[src/rtl/cvw_pkg.sv]
// cvw_pkg: interrupt bit indices, architected-interrupt mask and WFI FSM state encoding
package cvw_pkg;
   localparam int MEI = 11, SEI = 9, MTI = 7, STI = 5, MSI = 3, SSI = 1;
   localparam logic [11:0] INT_MASK = 12'hAAA;
   typedef enum logic [1:0] {RUN, WFI, WAKE} wfistate_t;
endpackage

[src/rtl/int_prio_enc.sv]
// int_prio_enc: picks the highest-priority qualified interrupt (MEI, MSI, MTI, SEI, SSI, STI)
module int_prio_enc
   import cvw_pkg::*;
(
   input  logic [11:0] qual,
   input  logic [11:0] deleg,
   output logic        valid,
   output logic [3:0]  cause,
   output logic        delegated
);
   always_comb begin
      valid = |(qual & INT_MASK);
      cause = qual[MEI] ? 4'(MEI) : qual[MSI] ? 4'(MSI) : qual[MTI] ? 4'(MTI) :
              qual[SEI] ? 4'(SEI) : qual[SSI] ? 4'(SSI) : 4'(STI);
      delegated = valid & deleg[cause];
   end
endmodule

[src/rtl/int_scheduler.sv]
// int_scheduler: interrupt qualify/priority/hold plus WFI stall-wake FSM; the WFI timeout counter
// exists only when WFI_TIMEOUT_EN is defined, otherwise TW traps WFI immediately
module int_scheduler
   import cvw_pkg::*;
#(
   parameter int WFI_TIMEOUT = 4096,
   parameter int CNT_W       = 16
) (
   input  logic        clk,
   input  logic        reset,
   input  logic        StallW,
   input  logic        FlushW,
   input  logic [11:0] MIP_REGW,
   input  logic [11:0] MIE_REGW,
   input  logic [11:0] MIDELEG_REGW,
   input  logic        STATUS_MIE,
   input  logic        STATUS_SIE,
   input  logic        STATUS_TW,
   input  logic [1:0]  PrivilegeModeW,
   input  logic        wfiM,
   input  logic        InstrValidM,
   input  logic        CommittedM,
   input  logic        CommittedF,
   input  logic        TrapTakenM,
   output logic        IntReqM,
   output logic [3:0]  IntCauseM,
   output logic        IntDelegateM,
   output logic        WfiStallM,
   output logic        WfiTimeoutM
);
   logic [11:0] pend, qual;
   logic        mEn, sEn, encValid, encDeleg, wfiEnter, twActive, timeoutNext;
   logic [3:0]  encCause;
   wfistate_t   state, stateNext;
`ifdef WFI_TIMEOUT_EN
   localparam logic [CNT_W-1:0] TO_LAST = CNT_W'(WFI_TIMEOUT - 1);
   logic [CNT_W-1:0] cnt, cntNext;
`else
   logic unusedCfg;
   assign unusedCfg = ^{WFI_TIMEOUT, CNT_W};
`endif

   assign pend     = MIP_REGW & MIE_REGW;
   assign mEn      = (PrivilegeModeW != 2'b11) | STATUS_MIE;
   assign sEn      = (PrivilegeModeW == 2'b00) | ((PrivilegeModeW == 2'b01) & STATUS_SIE);
   assign qual     = pend & ((~MIDELEG_REGW & {12{mEn}}) | (MIDELEG_REGW & {12{sEn}}));
   assign wfiEnter = wfiM & InstrValidM & ~StallW & ~|pend;
   assign twActive = STATUS_TW & (PrivilegeModeW != 2'b11);

   int_prio_enc prio (
      .qual(qual), .deleg(MIDELEG_REGW), .valid(encValid), .cause(encCause), .delegated(encDeleg)
   );

   // A live request holds its cause until taken or until its own bit disqualifies; only then re-select
   always_ff @(posedge clk)
      if (reset) {IntReqM, IntCauseM, IntDelegateM} <= '0;
      else if (~StallW) begin
         if (CommittedM | CommittedF) IntReqM <= 1'b0;
         else if (IntReqM & ~TrapTakenM) IntReqM <= qual[IntCauseM];
         else {IntReqM, IntCauseM, IntDelegateM} <= {encValid, encCause, encDeleg};
      end

   always_ff @(posedge clk)
      if (reset) begin
         state       <= RUN;
         WfiTimeoutM <= 1'b0;
`ifdef WFI_TIMEOUT_EN
         cnt         <= '0;
`endif
      end else if (~StallW) begin
         state       <= stateNext;
         WfiTimeoutM <= timeoutNext;
`ifdef WFI_TIMEOUT_EN
         cnt         <= cntNext;
`endif
      end

   // Wake is checked before timeout so a coincident interrupt suppresses the TW trap
   always_comb begin
      stateNext   = state;
      timeoutNext = 1'b0;
`ifdef WFI_TIMEOUT_EN
      cntNext = (state == WFI & ~FlushW) ? cnt : '0;
      if (state == RUN) stateNext = wfiEnter ? WFI : RUN;
      else if (state != WFI | FlushW) stateNext = RUN;
      else if (|pend) begin
         stateNext = WAKE;
         cntNext   = '0;
      end else if (twActive & cnt == TO_LAST) begin
         stateNext   = RUN;
         cntNext     = '0;
         timeoutNext = 1'b1;
      end else if (twActive & cnt != '1) cntNext = cnt + CNT_W'(1);
`else
      if (state == RUN) begin
         stateNext   = (wfiEnter & ~twActive) ? WFI : RUN;
         timeoutNext = wfiEnter & twActive;
      end else if (state != WFI | FlushW) stateNext = RUN;
      else if (|pend) stateNext = WAKE;
`endif
   end

   always_comb WfiStallM = (state == WFI);
endmodule

[config.mk]
export PLATFORM = sky130hd
export DESIGN_NAME = int_scheduler
export DESIGN_NICKNAME = d
export VERILOG_FILES = /design/src/rtl/cvw_pkg.sv /design/src/rtl/int_prio_enc.sv /design/src/rtl/int_scheduler.sv
export SDC_FILE = /design/constraint.sdc
export NUM_CORES = 1
export LEC_CHECK = 0
export ABC_CLOCK_PERIOD_IN_PS = 2350
export CAP_MARGIN = 20
export CORE_ASPECT_RATIO = 0.8
export CORE_MARGIN = 2
export CORE_UTILIZATION = 39
export CTS_CLUSTER_SIZE = 16
export DETAILED_ROUTE_END_ITERATION = 16
export PLACE_DENSITY_LB_ADDON = 0.2
export SETUP_SLACK_MARGIN = 0.15
export SYNTH_ARGS = -nofsm -noshare
export SYNTH_HDL_FRONTEND = slang
export SYNTH_SLANG_ARGS = --single-unit
[constraint.sdc]
create_clock -name clk -period 2.35 [get_ports clk]
set_clock_uncertainty 0.15 [all_clocks]
set_input_delay 0.47 -clock clk [delete_from_list [all_inputs] [get_ports clk]]
set_output_delay 0.47 -clock clk [all_outputs]
set_load 0.02 [all_outputs]
After elaboration in Yosys (flattened, before gate mapping)
Cells that the tools add are included.
{"block": "totals", "regBits": 9, "input_bits": 50, "elab_cells": 59}
{"block": "op_classes", "n_lt_le_gt_ge": 2, "n_eq_ne": 4, "n_mux": 16, "bitwise": 24, "reduce_logical": 8}
{"cell": "$and A12 B12 Y12", "count": 4}
{"cell": "$mux W4", "count": 4}
{"cell": "$not A12 Y12", "count": 1}
{"cell": "$or A12 B12 Y12", "count": 1}
{"cell": "$reduce_or A12 Y1", "count": 1}
{"cell": "$lt A4 B5 Y1 const B", "count": 2}
{"cell": "$and A1 B1 Y1", "count": 9}
{"cell": "$bmux W1 S4", "count": 2}
{"cell": "$mux W1", "count": 6}
{"cell": "$mux W2", "count": 3}
{"cell": "$reduce_or A6 Y1", "count": 1}
{"cell": "$not A1 Y1", "count": 5}
{"cell": "$eq A2 B1 Y1 const B", "count": 2}
{"cell": "$logic_not A2 Y1", "count": 2}
{"cell": "$or A1 B1 Y1", "count": 4}
{"cell": "$mux W3", "count": 1}
{"cell": "$reduce_and A3 Y1", "count": 1}
{"cell": "$reduce_bool A3 Y1", "count": 1}
{"cell": "$ne A2 B1 Y1 const B", "count": 1}
{"cell": "$ne A2 B2 Y1 const B", "count": 1}
{"cell": "$reduce_and A2 Y1", "count": 1}
{"cell": "$logic_not A1 Y1", "count": 1}

Logic depth before layout (Yosys ltp)
Gate-level depths: netlist (run 1).
{"block": "logic_depth", "word_depth": 14, "depth_mapped": 7, "ltp_nobuf": 6}

By module
From an unflattened synthesis (run 1), not the netlist that was laid out.
{"block": "hier_totals", "cells_unflattened": 148, "area_unflattened_um2": 1014.7}
{"module": "int_scheduler", "n_inst": 1, "cells_each": 129, "area_each_um2": 898.4, "seq_area_each_um2": 180.2}
{"module": "int_prio_enc", "n_inst": 1, "cells_each": 19, "area_each_um2": 116.4, "seq_area_each_um2": 0.0}

Least setup slack after synthesis (run 1)
No wires, ideal clock.
{"block": "synth_path", "kind": "input-to-reg", "startpoint": "input STATUS_MIE", "endpoint": "register IntDelegateM", "setup_ns": 0.129, "arrival_time_ns": 1.588, "setup_slack_ns": 0.484, "path_stages": 6, "cell_sequence": "and2b_1 -> buf_6 -> o21ai_2 -> a2111oi_4 -> a2111oi_1 -> o31ai_1"}
{"block": "synth_via", "elab_chain_len": 12, "elab_cells_between_ends": 13}
{"element": "start: declaration", "line": "int_scheduler.sv:16", "rtl": "input logic STATUS_MIE,"}
{"element": "$or A1 B1 Y1 (*)", "line": "int_scheduler.sv:44", "rtl": "assign mEn = (PrivilegeModeW != 2'b11) | STATUS_MIE;"}
{"element": "$and A12 B12 Y12 (*)", "line": "int_scheduler.sv:46", "rtl": "assign qual = pend & ((~MIDELEG_REGW & {12{mEn}}) | (MIDELEG_REGW & {12{sEn}}));"}
{"element": "$or A12 B12 Y12 (*)", "line": "int_scheduler.sv:46"}
{"element": "$and A12 B12 Y12 (*)", "line": "int_scheduler.sv:46"}
{"element": "$mux W3", "line": "int_prio_enc.sv:14", "rtl": "qual[SEI] ? 4'(SEI) : qual[SSI] ? 4'(SSI) : 4'(STI);"}
{"element": "$mux W4", "line": "int_prio_enc.sv:14"}
{"element": "$mux W4 (3 in series)", "line": "int_prio_enc.sv:13", "rtl": "cause = qual[MEI] ? 4'(MEI) : qual[MSI] ? 4'(MSI) : qual[MTI] ? 4'(MTI) :"}
{"element": "$bmux W1 S4", "line": "int_prio_enc.sv:15", "rtl": "delegated = valid & deleg[cause];"}
{"element": "$mux W1 (not written as such)", "line": "int_prio_enc.sv:15"}
{"element": "$and A1 B1 Y1 (*)", "line": "int_prio_enc.sv:15"}
{"element": "end signal: assignment", "line": "int_scheduler.sv:60", "rtl": "else {IntReqM, IntCauseM, IntDelegateM} <= {encValid, encCause, encDeleg};"}
{"element": "end: declaration", "line": "int_scheduler.sv:27", "rtl": "output logic IntDelegateM,"}
Mark *: on every way between the ends. The rest lies on a longest branch, timed or not. The select of a mux whose other input is x is not followed.
A chain may end at the register's enable or synchronous reset.

Worst setup path after layout (run 1)
{"block": "layout_path", "startpoint": "register IntCauseM[1]", "endpoint": "output IntCauseM[1]"}
{"element": "start: declaration", "line": "int_scheduler.sv:26", "rtl": "output logic [3:0] IntCauseM,"}
{"element": "start signal: assignment", "line": "int_scheduler.sv:60"}
No word-level cell between the ends.

==> results of run 1 <==
-- power breakdown --
| group | switching [W] | total (W) | internal (W) |
|---|---|---|---|
| clock | 0.0000608 | 0.000127 | 0.0000659 |
| combinational | 0.000129 | 0.000300 | 0.000171 |
| sequential | 0.0000109 | 0.000169 | 0.000158 |
| total | 0.000201 | 0.000596 | 0.000396 |
-- stage by stage --
| stage | hold slack (ns) | instances | TNS (ns) |
|---|---|---|---|
| after floorplan | 0.318 | 145 | 0 |
| after global placement | 0.324 | 256 | -0.273 |
| after detailed placement | 0.336 | 256 | -0.429 |
| after CTS | 0.351 | 267 | 0 |
| after global routing | 0.387 | 271 | 0 |
| final | 0.346 | 271 | 0 |
-- registers in the layout, summed over array words and instances, names as in the netlist --
| signal | cells |
|---|---|
| state | 2 |
| WfiTimeoutM | 1 |
| IntReqM | 1 |
| IntDelegateM | 1 |
| IntCauseM | 4 |
-- cell families after synthesis --
| logic type | count (synthesis) | synth area share [%] |
|---|---|---|
| simple gates | 74 | 42.8 |
| compound gates | 50 | 33.8 |
| buf+inv | 11 | 5.17 |
| flops | 9 | 17.3 |
| mux | 1 | 0.962 |
-- per-layer routing --
metal  vias up  track usage (%)  routed length [microns]
li1        745                -                        -
met1       737             36.7                     1860
met2        76             49.5                     2150
met3         8             6.70                      324
met4         0             5.67                       57
met5         -                0                        0
-- tightest hold or removal path, cell delays in order (launching register included) --
cell	delay, ns
dfxtp_1	0.33
a32oi_1	0.06
nor2_1	0.08
-- what timing repair did --
action,CTS,global route
pin swaps,6,12
endpoints found under the setup margin,2,4
hold buffers,0,0
setup buffers,7,4
endpoints found under the hold margin,0,0
resized for setup,6,21
-- layout make-up --
| type | count | share of cell area (%) |
|---|---|---|
| Clock buffer | 4 | 1.31 |
| Timing Repair Buffer | 93 | 42.8 |
| Sequential cell | 9 | 9.07 |
| Inverter | 4 | 0.750 |
| Multi-Input combinational cell | 125 | 43.8 |
| Tap cell | 36 | 2.25 |
-- worst min path at each step --
| stage | start | end | slack, ns | cells past startpoint |
|---|---|---|---|---|
| floorplan | state[0] | state[0] | 0.32 | 2 |
| global placement | WfiTimeoutM | WfiTimeoutM | 0.32 | 2 |
| detailed placement | WfiTimeoutM | WfiTimeoutM | 0.34 | 2 |
| CTS | WfiTimeoutM | WfiTimeoutM | 0.35 | 2 |
| global route | WfiTimeoutM | WfiTimeoutM | 0.39 | 2 |
| finish | WfiTimeoutM | WfiTimeoutM | 0.35 | 2 |
-- synthesized netlist by cell type, types with 2 or more instances --
cell type and count:
nand3b_1 8, a32oi_1 4, inv_1 4, nor4b_4 2, a21oi_2 2, nand4b_1 2, nand2_1 18, o21ai_0 11
nor3_1 5, a31oi_1 2, nand3_1 8, nor2b_1 3, o32ai_1 2, a21o_1 2, nor3b_1 2, a21oi_1 14
a211oi_1 4, nand4_1 4, dfxtp_1 9, clkbuf_1 4, and3b_1 2, nor2_1 14
==> impl_results.md, run 1 <==
* Core area at 2480 sq um
* Peak VDD IR at 246 uV
* Post-synth EDFFs at 0
* Setup crit end: IntCauseM[1]
* WL/cell at 16.2 microns
* CP Capture Type: output pin
* Critical path fanouts, max at 11
* CP peak stage delay at 0.69 ns
* Yosys top cell area share at 17.3%
* Initial antenna violation count at 0
* Static Leak at 0.831 nW
* Boundary pin count at 58
* Reg2reg start: IntCauseM[1]
* Tightest Hold Check Type: reg -> reg
* First-pass DRT Iterations at 4
* Critical-path cell list: clkdlybuf4s50_1
* Footprint of the multi-input gates at 877 sq um
* CTS root buf: clkbuf_4
* Std cell rows at 16
* WL final at 4390 microns
* Top FF cell, synth: dfxtp_1
* Hpwl dp at 3430 microns
* Leading cell type in the layout, fill and taps excluded: clkdlybuf4s50_1
* Synth Warn # at 0
* First-pass GRT wire length at 6760 microns
* CP delay by family, top: buffers and inverters
* Period utilisation layout at 92.5%
* Buffers & Inverters on Critical Path at 1
* GR Overflow Total at 0
* CTS tree: built
* Vias in the first global route at 1,504
* Total clock buffers created by CTS at 3
* Largest net degree at the start of global routing at 13
* Power, Total at 0.000596 W
* Fin nets at 286
* Fin. Hold Viols at 0
* CP Launch Type: register
* Final Core Density at 80.6%
* Worst path depth at 1
* Status: finished, final reports clean
* Die height at 50.2 microns
* All-layer global routing usage at 29.0%
* Terminus of the critical flop-to-flop path: IntReqM
* DR DRC count at 0
* Clk_lat worst skew at 0.27 ns
* FF-to-FF path depth at 5
* Crit path DAT at 1.55 ns
* Max Buffers Root-to-Sink at 2
* Synth Cell Area at 1040 sq um
* Port-buffer cells at 57
* Die Wd at 61.8 microns
* Max Slew Vio Count at 0
* Syn Area/Cell at 7.18 sq um
* Number of diodes at 0
* Fmax achieved at 0.460 GHz
* Layout cells sized above 1 at 25.1%
* P&R area growth vs syn at 92.2%
* R2r setup slk at 0.51 ns
* Critical path launch point: IntCauseM[1]
* Final Wtd Congestion at 0.928
* Initial Util at 41.9%
* Slew margin rel. at 70.7%
* TritonCTS Sinks at 9
* Sequential fraction of the synthesis area at 17.3%
* Register area at 181 sq um
* Post-synth cell types at 41
* Antenna-violating nets left at 0
* Die area at 3100 sq um
* Async SR Flop Fraction at 0%
* Vias at 1,566
* Initial DRC Count at 142
* Final Setup Violations at 0
* Crit path kind: reg -> out
* Most frequent cells in the layout: clkdlybuf4s50_1, buf_4, nand2_1
* Post-synthesis cell count at 145
* CP required at 1.73 ns
* Reg clk slew, reported paths at 0.06 ns
* Leading area contributor after synthesis: dfxtp_1
* Crit path time final at 2.17 ns
* Mapped Nets at 195
* Final instance area at 2000 sq um
* Post-Place Setup Slack at -0.195 ns
* Filler cell count at 179
* RSZ-0062 raised after global routing: false
* Post-synthesis register bit count at 9
* Via-per-instance ratio at 5.78
* Post-DP Area at 1810 sq um
* Worst Max-Slew Pin Slew at 0.439 ns
* Max stage delay cell, worst path: clkdlybuf4s50_1
* Ranking of synthesized cells by area: dfxtp_1, a21oi_1, nand2_1
* Htree depth at 1
* Final WS setup at 0.177 ns
* Max_cap viols at 0
* PwrDens at 298 nW/um^2
No activity file was read; power rests on OpenSTA's default activity.
==> run 2, diff against run 1 <==
--- a/config.mk
+++ b/config.mk
@@ -8,7 +8,6 @@
 export ABC_CLOCK_PERIOD_IN_PS = 2350
 export CAP_MARGIN = 20
 export CORE_ASPECT_RATIO = 0.8
-export CORE_MARGIN = 2
 export CORE_UTILIZATION = 39
 export CTS_CLUSTER_SIZE = 16
 export DETAILED_ROUTE_END_ITERATION = 16
==> run 2 against run 1 <==
Register-to-register slack improved by 0.05 ns. Clock power is essentially flat. Core utilization is 1.9 points lower. Sequential share of layout area grew 0.22 points. Fmax shrank 4.2%. Combinational power down 1%. Die area down 7.1%. Flip-flop and latch count stayed put. Critical path depth is 5 higher. Setup slack worse by 0.095 ns. Worst hold slack better by 0.019 ns. Largest power group unchanged. Power is 0.95% lower.
==> impl_results.md, run 2 (synthesis results as in run 1) <==
* Status: finished, final reports clean
* Tightest Hold Check Type: reg -> reg
* Post-Place Setup Slack at -0.231 ns
* Finished Layout Cells at 266
* DR DRC count at 0
* CTS root buf: clkbuf_4
* Die height at 48.2 microns
* Internal Pwr Total at 0.000392 W
* Final Core Density at 78.7%
* Std cell rows at 16
* Fmax achieved at 0.441 GHz
* Boundary pin count at 58
* Power, Total at 0.000591 W
* Crit path DAT at 2.26 ns
* Antenna-violating nets left at 0
* Fin nets at 281
* Comb pwr share at 50.2%
* First-pass GRT wire length at 5870 microns
* RSZ-0062 raised after global routing: true
* Port-buffer cells at 57
* Max Buffers Root-to-Sink at 2
* Initial DRC Count at 136
* Leading cell type in the layout, fill and taps excluded: clkdlybuf4s50_1
* Slew margin rel. at 70.1%
* Crit path time final at 2.27 ns
* CP required at 2.34 ns
* Final Setup Violations at 0
* Total clock buffers created by CTS at 3
* Final Wtd Congestion at 0.856
* Switch share at 33.6%
* Largest net degree at the start of global routing at 13
* Vias in the first global route at 1,380
* Core area at 2480 sq um
* Critical path fanouts, max at 4
* GR Overflow Total at 0
* Die area at 2880 sq um
* Worst Max-Slew Pin Slew at 0.447 ns
* Initial antenna violation count at 0
* All-layer global routing usage at 27.3%
* Max_cap viols at 0
* Flop pwr share at 28.8%
* Most frequent cells in the layout: clkdlybuf4s50_1, buf_4, nand2_1
* CTS tree: built
* Initial Util at 41.9%
* DP Cell Count at 254
* Die Wd at 59.8 microns
* Period utilisation layout at 96.5%
* CP Capture Type: register
* TritonCTS Sinks at 9
* Fin. Hold Viols at 0
* Switching power at 0.000198 W
* Vias at 1,549
* Total negative slack at 0 ns
* Via-per-instance ratio at 5.82
* Max FFs per register at 4
* Hpwl dp at 3170 microns
* First-pass DRT Iterations at 4
* Layout cells sized above 1 at 23.5%
* Static Leak at 0.752 nW
* Reg clk slew, reported paths at 0.06 ns
* Final WS setup at 0.0815 ns
* WL/cell at 16.3 microns
* Peak VDD IR at 267 uV
* Hold_buf cts at 0
* WL final at 4330 microns
* Crit path kind: in -> reg
* Clock power frac at 21.0%
* CP Launch Type: input pin
* P&R area growth vs syn at 87.6%
* PwrDens at 302 nW/um^2
* Max Slew Vio Count at 0
* Number of diodes at 0
* Clk_lat worst skew at 0.27 ns
* Htree depth at 1
[run 2: cell types whose count changed in the layout (fill, tap and decap cells not counted), moves of 2 or more]
cell             delta
a211oi_1            -2
a211oi_2            +2
buf_4               -6
clkdlybuf4s50_1     +7
dlymetal6s2s_1      -6
nand2_1             +2
nand2_2             -2
[run 2: power groups by stage]
| stage | sequential, W | clock (W) | combinational, W |
|---|---|---|---|
| final | 0.000170 | 0.000124 | 0.000296 |
| after global routing | 0.000171 | 0.000132 | 0.000315 |
| after CTS | 0.000168 | 0.000125 | 0.000268 |
| after detailed placement | 0.000171 | 0 | 0.000256 |
| after global placement | 0.000171 | 0 | 0.000252 |
| after floorplan | 0.000172 | 0 | 0.000103 |
[run 2: path summary, 6_finish.rpt]
kind | to | from | slack [ns] | cells past startpoint
worst max-delay path | IntDelegateM | MIE_REGW[7] | 0.08 | 6
worst min-delay path | state[0] | state[0] | 0.37 | 2
worst max register to register | IntReqM | IntCauseM[1] | 0.56 | 5
worst min register to register | state[0] | state[0] | 0.37 | 2
[run 2: repair_timing]
item                                    in CTS  in global routing
gates resized for setup                      5                 15
endpoints found under the setup margin       2                  5
pin swaps                                    3                  7
buffers inserted                             3                  5
[run 2: area by class of cell]
| class | count | area, sq um |
|---|---|---|
| multi-input combinational | 125 | 877 |
| timing repair buffer | 88 | 808 |
| fill | 205 | 529 |
| sequential | 9 | 181 |
| tap | 36 | 45.0 |
| clock buffer | 4 | 26.3 |
| inverter | 4 | 15.0 |
[run 2: worst max-delay path: stages]
cell and delay (ns):
clkdlybuf4s50_1 0.48, nand2_1 0.11, nor4b_4 0.40, a2111oi_4 0.13
a2111oi_2 0.52, o31ai_1 0.14
[run 2: per-layer routing]
layer | wire length [microns] | part of all wire (%) | global-route usage (%) | up-vias
met4 | 129 | 3.0 | 7.91 | 0
met2 | 2090 | 48 | 49.3 | 89
met3 | 377 | 8.7 | 6.90 | 15
met5 | 0 | 0 | 0 | -
met1 | 1730 | 40 | 32.7 | 715
li1 | - | - | - | 730
[run 2: per-stage QoR]
stage               hold slack (ns)  cell area [sq um]
floorplan                     0.318               1040
global placement              0.328               1790
detailed placement            0.355               1790
CTS                           0.367               1860
global route                  0.393               1950
finish                        0.366               1950
